$ cat src/rtl/rvv_backend_pkg.sv
// Shared backend types and defaults for the vector-instruction issue path.
package rvv_backend_pkg;

    // Default issue width and buffer depth for rvv_rvs_issue_buf
    localparam int ISSUE_LANES     = 2;
    localparam int ISSUE_BUF_DEPTH = 8;

    // Vector command handed from the scalar core to the backend command queue
    typedef struct packed {
        logic [31:0] insn;      // raw vector instruction encoding
        logic [31:0] rs1_data;  // scalar operand captured at issue
    } RVVCmd;

endpackage

$ cat src/rtl/rvv_issue_buf_mem.sv
// Register file for the issue buffer: LANES write ports and LANES read
// ports, each addressed as base + lane with natural modulo-DEPTH wrap.
// Contents are deliberately not reset; occupancy lives in the pointers.
module rvv_issue_buf_mem
    import rvv_backend_pkg::*;
#(
    parameter int  DEPTH  = ISSUE_BUF_DEPTH,
    parameter int  LANES  = ISSUE_LANES,
    parameter type INST_T = RVVCmd
) (
    input  logic                       clk,
    input  logic [LANES-1:0]           wr_en,
    input  logic [$clog2(DEPTH)-1:0]   wr_base,
    input  INST_T [LANES-1:0]          wr_data,
    input  logic [$clog2(DEPTH)-1:0]   rd_base,
    output INST_T [LANES-1:0]          rd_data
);

    localparam int AW = $clog2(DEPTH);

    INST_T          mem [DEPTH];
    logic [AW-1:0]  wr_idx [LANES];
    logic [AW-1:0]  rd_idx [LANES];

    // Per-lane entry addresses and read mux; AW-bit sums wrap at DEPTH
    always_comb begin
        for (int i = 0; i < LANES; i++) begin
            wr_idx[i]  = wr_base + AW'(i);
            rd_idx[i]  = rd_base + AW'(i);
            rd_data[i] = mem[rd_idx[i]];
        end
    end

    // Lane writes; lanes always target distinct entries since LANES <= DEPTH
    always_ff @(posedge clk) begin
        for (int i = 0; i < LANES; i++) begin
            if (wr_en[i]) begin
                mem[wr_idx[i]] <= wr_data[i];
            end
        end
    end

endmodule

$ cat src/rtl/rvv_rvs_issue_buf.sv
// Multi-lane in-order issue buffer between scalar vector issue and the
// backend command queue. Optional macro RVV_ISSUE_BUF_BYPASS_EN lets
// accepted inputs fill empty output lanes in the same cycle.
//
// Handshake: on each side lane i transfers when valid[i] and ready[i] are
// both high at the rising edge. Valid and ready masks are prefix masks;
// on the output side only the leading run of (valid & ready) is consumed,
// so a non-prefix out_ready is truncated at its first 0.
module rvv_rvs_issue_buf
    import rvv_backend_pkg::*;
#(
    parameter int  LANES  = ISSUE_LANES,
    parameter int  DEPTH  = ISSUE_BUF_DEPTH,
    parameter type INST_T = RVVCmd
) (
    input  logic                     clk,
    input  logic                     rst,
    input  logic [LANES-1:0]         in_valid,
    input  INST_T [LANES-1:0]        in_inst,
    output logic [LANES-1:0]         in_ready,
    output logic [LANES-1:0]         out_valid,
    output INST_T [LANES-1:0]        out_inst,
    input  logic [LANES-1:0]         out_ready,
    input  logic                     flush,
    output logic [$clog2(DEPTH):0]   count
);

    localparam int AW = $clog2(DEPTH);
    localparam int CW = AW + 1;

    logic [CW-1:0]     rd_ptr;
    logic [CW-1:0]     wr_ptr;
    logic [CW-1:0]     free_slots;
    logic [CW-1:0]     push_n;
    logic [CW-1:0]     pop_n;
    logic [LANES-1:0]  accept;
    logic [LANES-1:0]  wr_en;
    logic              run;
    INST_T [LANES-1:0] mem_rd;

    // Occupancy from the wrap-bit pointers; full when difference is DEPTH
    assign count      = wr_ptr - rd_ptr;
    assign free_slots = CW'(DEPTH) - count;

    // Handshake decode: free-slot ready, push/pop counts, output lanes
    always_comb begin
        in_ready  = '0;
        out_valid = '0;
        out_inst  = mem_rd;
        push_n    = '0;
        pop_n     = '0;
        run       = 1'b1;
        // Ready ignores same-cycle pops so it never depends on out_ready
        for (int i = 0; i < LANES; i++) begin
            in_ready[i] = !flush && (int'(free_slots) > i);
        end
        accept = in_valid & in_ready;
        for (int i = 0; i < LANES; i++) begin
            push_n = push_n + CW'(accept[i]);
        end
`ifdef RVV_ISSUE_BUF_BYPASS_EN
        // Buffered entries first, then accepted inputs fill the empty lanes
        for (int i = 0; i < LANES; i++) begin
            if (int'(count) > i) begin
                out_valid[i] = 1'b1;
                out_inst[i]  = mem_rd[i];
            end else if ((i - int'(count)) < int'(push_n)) begin
                out_valid[i] = 1'b1;
                out_inst[i]  = in_inst[i - int'(count)];
            end
        end
`else
        for (int i = 0; i < LANES; i++) begin
            out_valid[i] = int'(count) > i;
        end
`endif
        // Consume only the leading run of accepted output lanes
        for (int i = 0; i < LANES; i++) begin
            run   = run & out_valid[i] & out_ready[i];
            pop_n = pop_n + CW'(run);
        end
`ifdef RVV_ISSUE_BUF_BYPASS_EN
        // Inputs handed straight through this cycle never touch memory
        for (int i = 0; i < LANES; i++) begin
            wr_en[i] = accept[i] && ((int'(count) + i) >= int'(pop_n));
        end
`else
        wr_en = accept;
`endif
    end

    // Pointer update; flush empties the buffer by catching rd_ptr up
    always_ff @(posedge clk or posedge rst) begin
        if (rst) begin
            rd_ptr <= '0;
            wr_ptr <= '0;
        end else begin
            wr_ptr <= wr_ptr + push_n;
            if (flush) begin
                rd_ptr <= wr_ptr;
            end else begin
                rd_ptr <= rd_ptr + pop_n;
            end
        end
    end

    rvv_issue_buf_mem #(
        .DEPTH  (DEPTH),
        .LANES  (LANES),
        .INST_T (INST_T)
    ) u_mem (
        .clk     (clk),
        .wr_en   (wr_en),
        .wr_base (wr_ptr[AW-1:0]),
        .wr_data (in_inst),
        .rd_base (rd_ptr[AW-1:0]),
        .rd_data (mem_rd)
    );

endmodule
$ cat config.mk
export PLATFORM = sky130hd
export DESIGN_NAME = rvv_rvs_issue_buf
export DESIGN_NICKNAME = d
export VERILOG_FILES = /design/src/rtl/rvv_backend_pkg.sv /design/src/rtl/rvv_issue_buf_mem.sv /design/src/rtl/rvv_rvs_issue_buf.sv
export SDC_FILE = /design/constraint.sdc
export NUM_CORES = 1
export LEC_CHECK = 0
export CORE_UTILIZATION = 59
export DETAILED_ROUTE_END_ITERATION = 16
export GPL_TIMING_DRIVEN = 0
export PLACE_DENSITY_LB_ADDON = 0.08
export SYNTH_ARGS = -nofsm -noshare
export SYNTH_HDL_FRONTEND = slang
export SYNTH_HIERARCHICAL = 1
export SYNTH_SLANG_ARGS = --single-unit
$ cat constraint.sdc
create_clock -name clk -period 10.4 [get_ports clk]
set_input_delay 2.6 -clock clk [delete_from_list [all_inputs] [get_ports clk]]
set_output_delay 2.6 -clock clk [all_outputs]
set_load 0.005 [all_outputs]
==> impl_metrics.tcl, run 1 <==
set metrics [dict create \
    max-vdd-ir-drop_mv 0.316 \
    dp_hpwl_um 66300 \
    synth_area_leader_cell "edfxtp_1" \
    fmax_mhz 133 \
    cp-start-kind "flop" \
    gp_congestion 0.866 \
    cts_resized 0 \
    synthesis.nets 2223 \
    synth_seq_cells 520 \
    wl_um 98700 \
    fillers 3520 \
    synth_top_area_frac 0.498 \
    setup_viol 0 \
    leakage_nw 12.7 \
    fin_crit_sh 0.721 \
    drt-wirelength-per-cell_um 31.1 \
    cp_data_arrival_time_ns 4.90 \
    skew_ns 0.0208 \
    drtIter0Drc 2533 \
    rsz0062_at_grt "no" \
    insertion_delay_ns 0.64 \
    routed_via_density 7.02 \
    area_delta_synth_final_pct 20.2 \
    post_cts_buffers 0 \
    yosysWarnings 6 \
    drive_gt1_frac 0.372 \
    grt_pass1_wl_um 144000 \
    required_ns 7.80 \
    drv_slew 0 \
    hold_buffers 0 \
    drc_errors 0 \
    ys_types 40 \
    r2r_start "rd_ptr[0]" \
    hold_path_end "wr_ptr[3]" \
    syn_inst 2078 \
    io_buffers 270 \
    hold_viol 0 \
    ff2ff_path_depth 14 \
    grt_pass1_vias 22781 \
    synth_area_leaders "edfxtp_1, mux2_2, mux4_2" \
    crit_fanout 10 \
    die_w_um 231 \
    worstSetupEndpointType "output pin" \
    die_y_um 231 \
    seqCellArea_um2 15600 \
    hold_depth 1 \
    vias 22256 \
    relSlewSlack 0.306 \
    hold_start "wr_ptr[3]" \
    fp-row-count 83 \
    cts_sinks 520 \
    whs_ns 0.552 \
    antenna_found_initial 8 \
    syn_area_um2 30900 \
    multi_input_area_um2 14500 \
    start_util 0.599 \
    power_mw 13.5 \
    r2r_slack_ns 5.84 \
    dr.pass1.iters 5 \
    timing.rr.end "u_mem/mem[3][32]" \
    io_pins 271 \
    core_um2 51500 \
    htree_num_levels 2 \
    hold_path_class "reg2reg" \
    outcome "finished, final reports clean" \
    drv_cap 0 \
    antenna_left 0 \
    crit_type "reg2out" \
    syn_avg_cell_area_um2 14.9 \
    min_period_ns 7.50 \
    layout.nets 2583 \
    cts_tree "done" \
    grtUsageTotal 0.369 \
    p_per_area_nw_per_um2 363 \
    grt_max_degree 25 \
    tightest_slew_ns 1.04 \
    grt-ovfl-total 0 \
    cts_max_path_buffers 3 \
    die-area_um2 53200 \
    numCtsBuffers 57 \
    clk_pin_slew_worst_paths_ns 0.06 \
    synth_seq_area_share 0.505 \
    cts-root-buf "clkbuf_16" \
]
synth_stat cells:
cell type  instances
a21boi_0           1
o32ai_1            2
xnor2_4            1
nor3b_1            1
inv_1             11
o21ai_1            1
nor3_1             3
xor2_2             2
edfxtp_1         512
o21bai_1           2
nor2_2             5
nand3b_1           2
mux2i_1          129
mux4_2           128
nand3_1            3
nand2b_1           4
a21boi_1           1
inv_2              1
xor2_1             4
a2111oi_0        128
buf_1             11
nor2b_1          129
mux2_2           578
and3_1           130
o22ai_1            2
nor4_1            64
a31oi_1            1
buf_2             78
nand2_1           10
fa_1               3
a21oi_1            2
clkbuf_1          92
mux2_4             2
dfrtp_1            8
xnor2_2            2
nor2_1             3
buf_4              9
o21ai_0            4
xnor2_1            2
ha_1               7
worst max-delay path by stage:
stage / endpoint / cells past startpoint / slack [ns] / startpoint
floorplan: u_mem/mem[2][0] / 5 / 1.79 / flush
finish: out_inst[66] / 7 / 2.90 / rd_ptr[0]
CTS: out_inst[66] / 7 / 3.12 / rd_ptr[0]
global placement: u_mem/mem[0][31] / 6 / -4.39 / flush
global route: out_inst[66] / 7 / 2.93 / rd_ptr[0]
detailed placement: in_ready[1] / 5 / 3.74 / flush
layout by cell type, fill, tap and decap left out, types with 4 or more instances in the layout:
cell type | synthesis | routed
diode_2 | 0 | 7
buf_1 | 11 | 11
bufinv_16 | 0 | 6
nor2_2 | 5 | 5
buf_16 | 0 | 21
nand2_1 | 10 | 10
nor4_1 | 64 | 64
clkdlybuf4s50_1 | 0 | 270
and3_1 | 130 | 130
mux2i_1 | 129 | 129
nor2b_1 | 129 | 129
clkbuf_1 | 92 | 105
xor2_1 | 4 | 4
buf_12 | 0 | 7
buf_4 | 9 | 9
edfxtp_1 | 512 | 512
mux2_2 | 578 | 578
buf_2 | 78 | 78
dfrtp_1 | 8 | 8
clkinv_2 | 0 | 11
clkbuf_16 | 0 | 57
ha_1 | 7 | 7
nand2b_1 | 4 | 4
a2111oi_0 | 128 | 128
inv_1 | 11 | 11
clkinv_1 | 0 | 13
mux4_2 | 128 | 128
cell type report:
| cell class | instances | area share |
|---|---|---|
| multi-input combinational | 1356 | 0.391 |
| buffer | 190 | 0.0228 |
| antenna | 7 | 0.000472 |
| sequential | 520 | 0.420 |
| clock inverter | 34 | 0.00853 |
| inverter | 12 | 0.00121 |
| clock buffer | 70 | 0.0398 |
| timing repair buffer | 301 | 0.0934 |
| tap | 680 | 0.0229 |
where the power goes:
group | leakage [nW] | internal (mW) | switching (mW)
clock | 0.875 | 1.15 | 0.850
combinational | 7.09 | 3.72 | 4.48
sequential | 4.74 | 3.02 | 0.245
sequential cells by signal, indices dropped and copies added, names as in the netlist:
register   count
wr_ptr         4
rd_ptr         4
u_mem/mem    512
critical path: stages (launching register included):
cell	delay (ns)
dfrtp_1	0.75
ha_1	0.32
xnor2_1	0.18
clkbuf_1	0.72
clkbuf_1	0.64
a2111oi_0	0.18
nor4_1	0.81
clkdlybuf4s50_1	0.66
layer usage:
| metal | track usage | share of wire | vias up |
|---|---|---|---|
| li1 | - | - | 9203 |
| met1 | 0.495 | 0.38 | 11192 |
| met2 | 0.584 | 0.47 | 1563 |
| met3 | 0.0698 | 0.11 | 296 |
| met4 | 0.170 | 0.043 | 2 |
| met5 | 0 | 0.00013 | - |
through the flow:
stage | TNS (ns) | setup slack [ns] | instances | util | cell area (µm²)
floorplan | 0 | 1.79 | 2078 | - | 30900
CTS | 0 | 3.12 | 3163 | 0.720 | 37100
global placement | -1079.27 | -4.39 | 3028 | 0.668 | 34400
global route | 0 | 2.93 | 3170 | 0.720 | 37100
finish | 0 | 2.90 | 3170 | 0.720 | 37100
detailed placement | 0 | 3.74 | 3059 | 0.685 | 35300
cells by family (layout without fill, tap and decap cells):
family                   after synthesis  after routing  synth area share
adder cells (fa/ha/maj)               10             10           0.00478
other                                  0              7                 0
flip-flops                           520            520             0.505
buffers and inverters                202            607            0.0288
multiplexers                         837            837             0.347
AND/OR/NAND/NOR                      354            354            0.0706
XOR/XNOR                              11             11           0.00470
AO/OA/AOI/OAI                        144            144            0.0396
Note: power is estimated with default switching activity, not from simulation.
==> inputs of run 2 (changes only) <==
==> constraint.sdc (replaced) <==
create_clock -name clk -period 7.2 [get_ports clk]
set_input_delay 1.8 -clock clk [delete_from_list [all_inputs] [get_ports clk]]
set_output_delay 1.8 -clock clk [all_outputs]
set_load 0.005 [all_outputs]
==> run 2 against run 1 <==
Net effect:
- die area unchanged
- final area about the same
- final cell count about the same
- clock skew decreased by 0.0069 ns
- hold slack improved by 0.0057 ns
- non-clock buffer count decreased by 1
- routed wire length increased by 0.65%
- via count decreased by 0.53%
- critical path type unchanged
- highest routed layer unchanged
==> impl_metrics.tcl, run 2 (synthesized netlist as in run 1, its figures left out) <==
set metrics [dict create \
    cp_top_family "buffers and inverters" \
    vias 22139 \
    drv_cap 0 \
    p_per_area_nw_per_um2 526 \
    critPathMaxStageDelay_ns 0.77 \
    cts_resized 0 \
    required_ns 5.40 \
    dr.pass1.iters 6 \
    die-area_um2 53200 \
    largest_reg_flops 512 \
    grtUsageTotal 0.373 \
    numCtsBuffers 57 \
    p_comb_frac 0.608 \
    setup_viol 0 \
    drc_errors 0 \
    cp_data_arrival_time_ns 4.54 \
    drt-wirelength-per-cell_um 31.4 \
    relSlewSlack 0.355 \
    grt_max_degree 25 \
    rsz0062_at_grt "no" \
    antenna_found_initial 8 \
    grt_pass1_wl_um 145000 \
    final_common_cell "mux2_2" \
    hold_path_class "reg2reg" \
    min_period_ns 6.34 \
    clk_pin_slew_worst_paths_ns 0.06 \
    power_frac_seq 0.241 \
    worst-path-buf-inv 3 \
    drive_gt1_frac 0.370 \
    p_clk_frac 0.151 \
    drv_slew 0 \
    cts_max_path_buffers 3 \
    post_cts_buffers 0 \
    crit_type "reg2out" \
    cp_slowest_cell "nor4_1" \
    wl_um 99400 \
    r2r_start "rd_ptr[0]" \
    io_buffers 270 \
    fin_crit_sh 0.881 \
    skew_ns 0.0139 \
    antenna_left 0 \
    crit_top_cell "clkbuf_1" \
    io_pins 271 \
    dp_hpwl_um 66000 \
    cts-root-buf "clkbuf_16" \
    area_delta_synth_final_pct 20.2 \
    hold_buffers 0 \
    leakage_nw 12.7 \
    cp-start-kind "flop" \
    core_um2 51500 \
    start_util 0.599 \
    worst_slack_ns 0.855 \
    routed_via_density 6.99 \
    grt-ovfl-total 0 \
    sw_frac_of_total 0.413 \
    cts_tree "done" \
    fin_setup_tns_ns 0 \
    die_y_um 231 \
    fmax_mhz 158 \
    crit_fanout 10 \
    place_ws_ns 1.68 \
    cts_sinks 520 \
    hold_viol 0 \
    drtIter0Drc 2575 \
    layout.nets 2582 \
    worstSetupEndpointType "output pin" \
    fp-row-count 83 \
    intPower_mw 11.4 \
    max-vdd-ir-drop_mv 0.426 \
    gp_congestion 0.866 \
    path_cells "ha_1 > xnor2_1 > clkbuf_1 > clkbuf_1 > a2111oi_0 > nor4_1 > clkdlybuf4s50_1" \
    r2r_slack_ns 2.77 \
    insertion_delay_ns 0.62 \
    tightest_slew_ns 0.968 \
    switching_power_mw 8.07 \
    critical_path.startpoint "rd_ptr[0]" \
    outcome "finished, final reports clean" \
    htree_num_levels 2 \
    die_w_um 231 \
    grt_pass1_vias 22931 \
    mostFrequentLayoutCells "mux2_2, edfxtp_1, clkdlybuf4s50_1" \
    hold_start "wr_ptr[3]" \
]
[run 2: changes by cell type in the layout (fill, tap and decap cells not counted), sizes merged]
cell,delta
clkinvlp,-2
buf,-1
clkinv,+2
bufinv,+1
diode,-3
inv,-1
clkbuf,+2
[run 2: routing by layer]
metal	track usage	wire length, µm
met1	0.479	36900
met2	0.611	47800
met3	0.0718	9610
met4	0.183	5040
met5	0	48
[run 2: layout make-up]
cell class,instances,area (µm²)
buffer,190,845
inverter,12,45.0
fill,3554,14400
antenna,4,10.0
multi-input combinational,1356,14500
timing repair buffer,300,3400
clock buffer,72,1530
clock inverter,34,329
tap,680,851
sequential,520,15600
[run 2: worst register-to-register path, cell delays in order, from the launching register on]
cell	delay, ns
dfrtp_1	0.50
ha_1	0.28
fa_1	0.59
nor3_1	0.49
nor2_1	0.12
mux2_4	0.33
nor3b_1	0.17
nand2_1	0.09
buf_2	0.36
buf_2	0.46
o21ai_4	0.35
buf_16	0.28
buf_16	0.17
[run 2: final timing paths]
kind,end,cells after the start
max,out_inst[66],7
min,wr_ptr[3],1
max reg2reg,u_mem/mem[1][45],12
min reg2reg,wr_ptr[3],1
max in group asynchronous,rd_ptr[3],2
min in group asynchronous,rd_ptr[0],2
[run 2: metrics by stage]
| stage | std cells | hold slack [ns] | total power [mW] | cell area, µm² | utilization |
|---|---|---|---|---|---|
| final | 3168 | 0.558 | 19.5 | 37100 | 0.720 |
| after global routing | 3166 | 0.579 | 20.1 | 37100 | 0.720 |
| after CTS | 3164 | 0.546 | 19.3 | 37100 | 0.720 |
| after detailed placement | 3058 | 0.534 | 16.3 | 35200 | 0.684 |
| after global placement | 3028 | 0.531 | 16.0 | 34400 | 0.669 |
| after floorplan | 2078 | 0.493 | 10.9 | 30900 | - |
[run 2: power by group through the flow]
stage          clock (mW)  sequential (mW)  combinational [mW]
6_report             2.95             4.71                11.9
5_1_grt              3.08             4.77                12.3
4_1_cts              2.97             4.69                11.6
3_5_place_dp            0             4.74                11.6
3_3_place_gp            0             4.97                11.1
2_1_floorplan           0             4.75                6.14
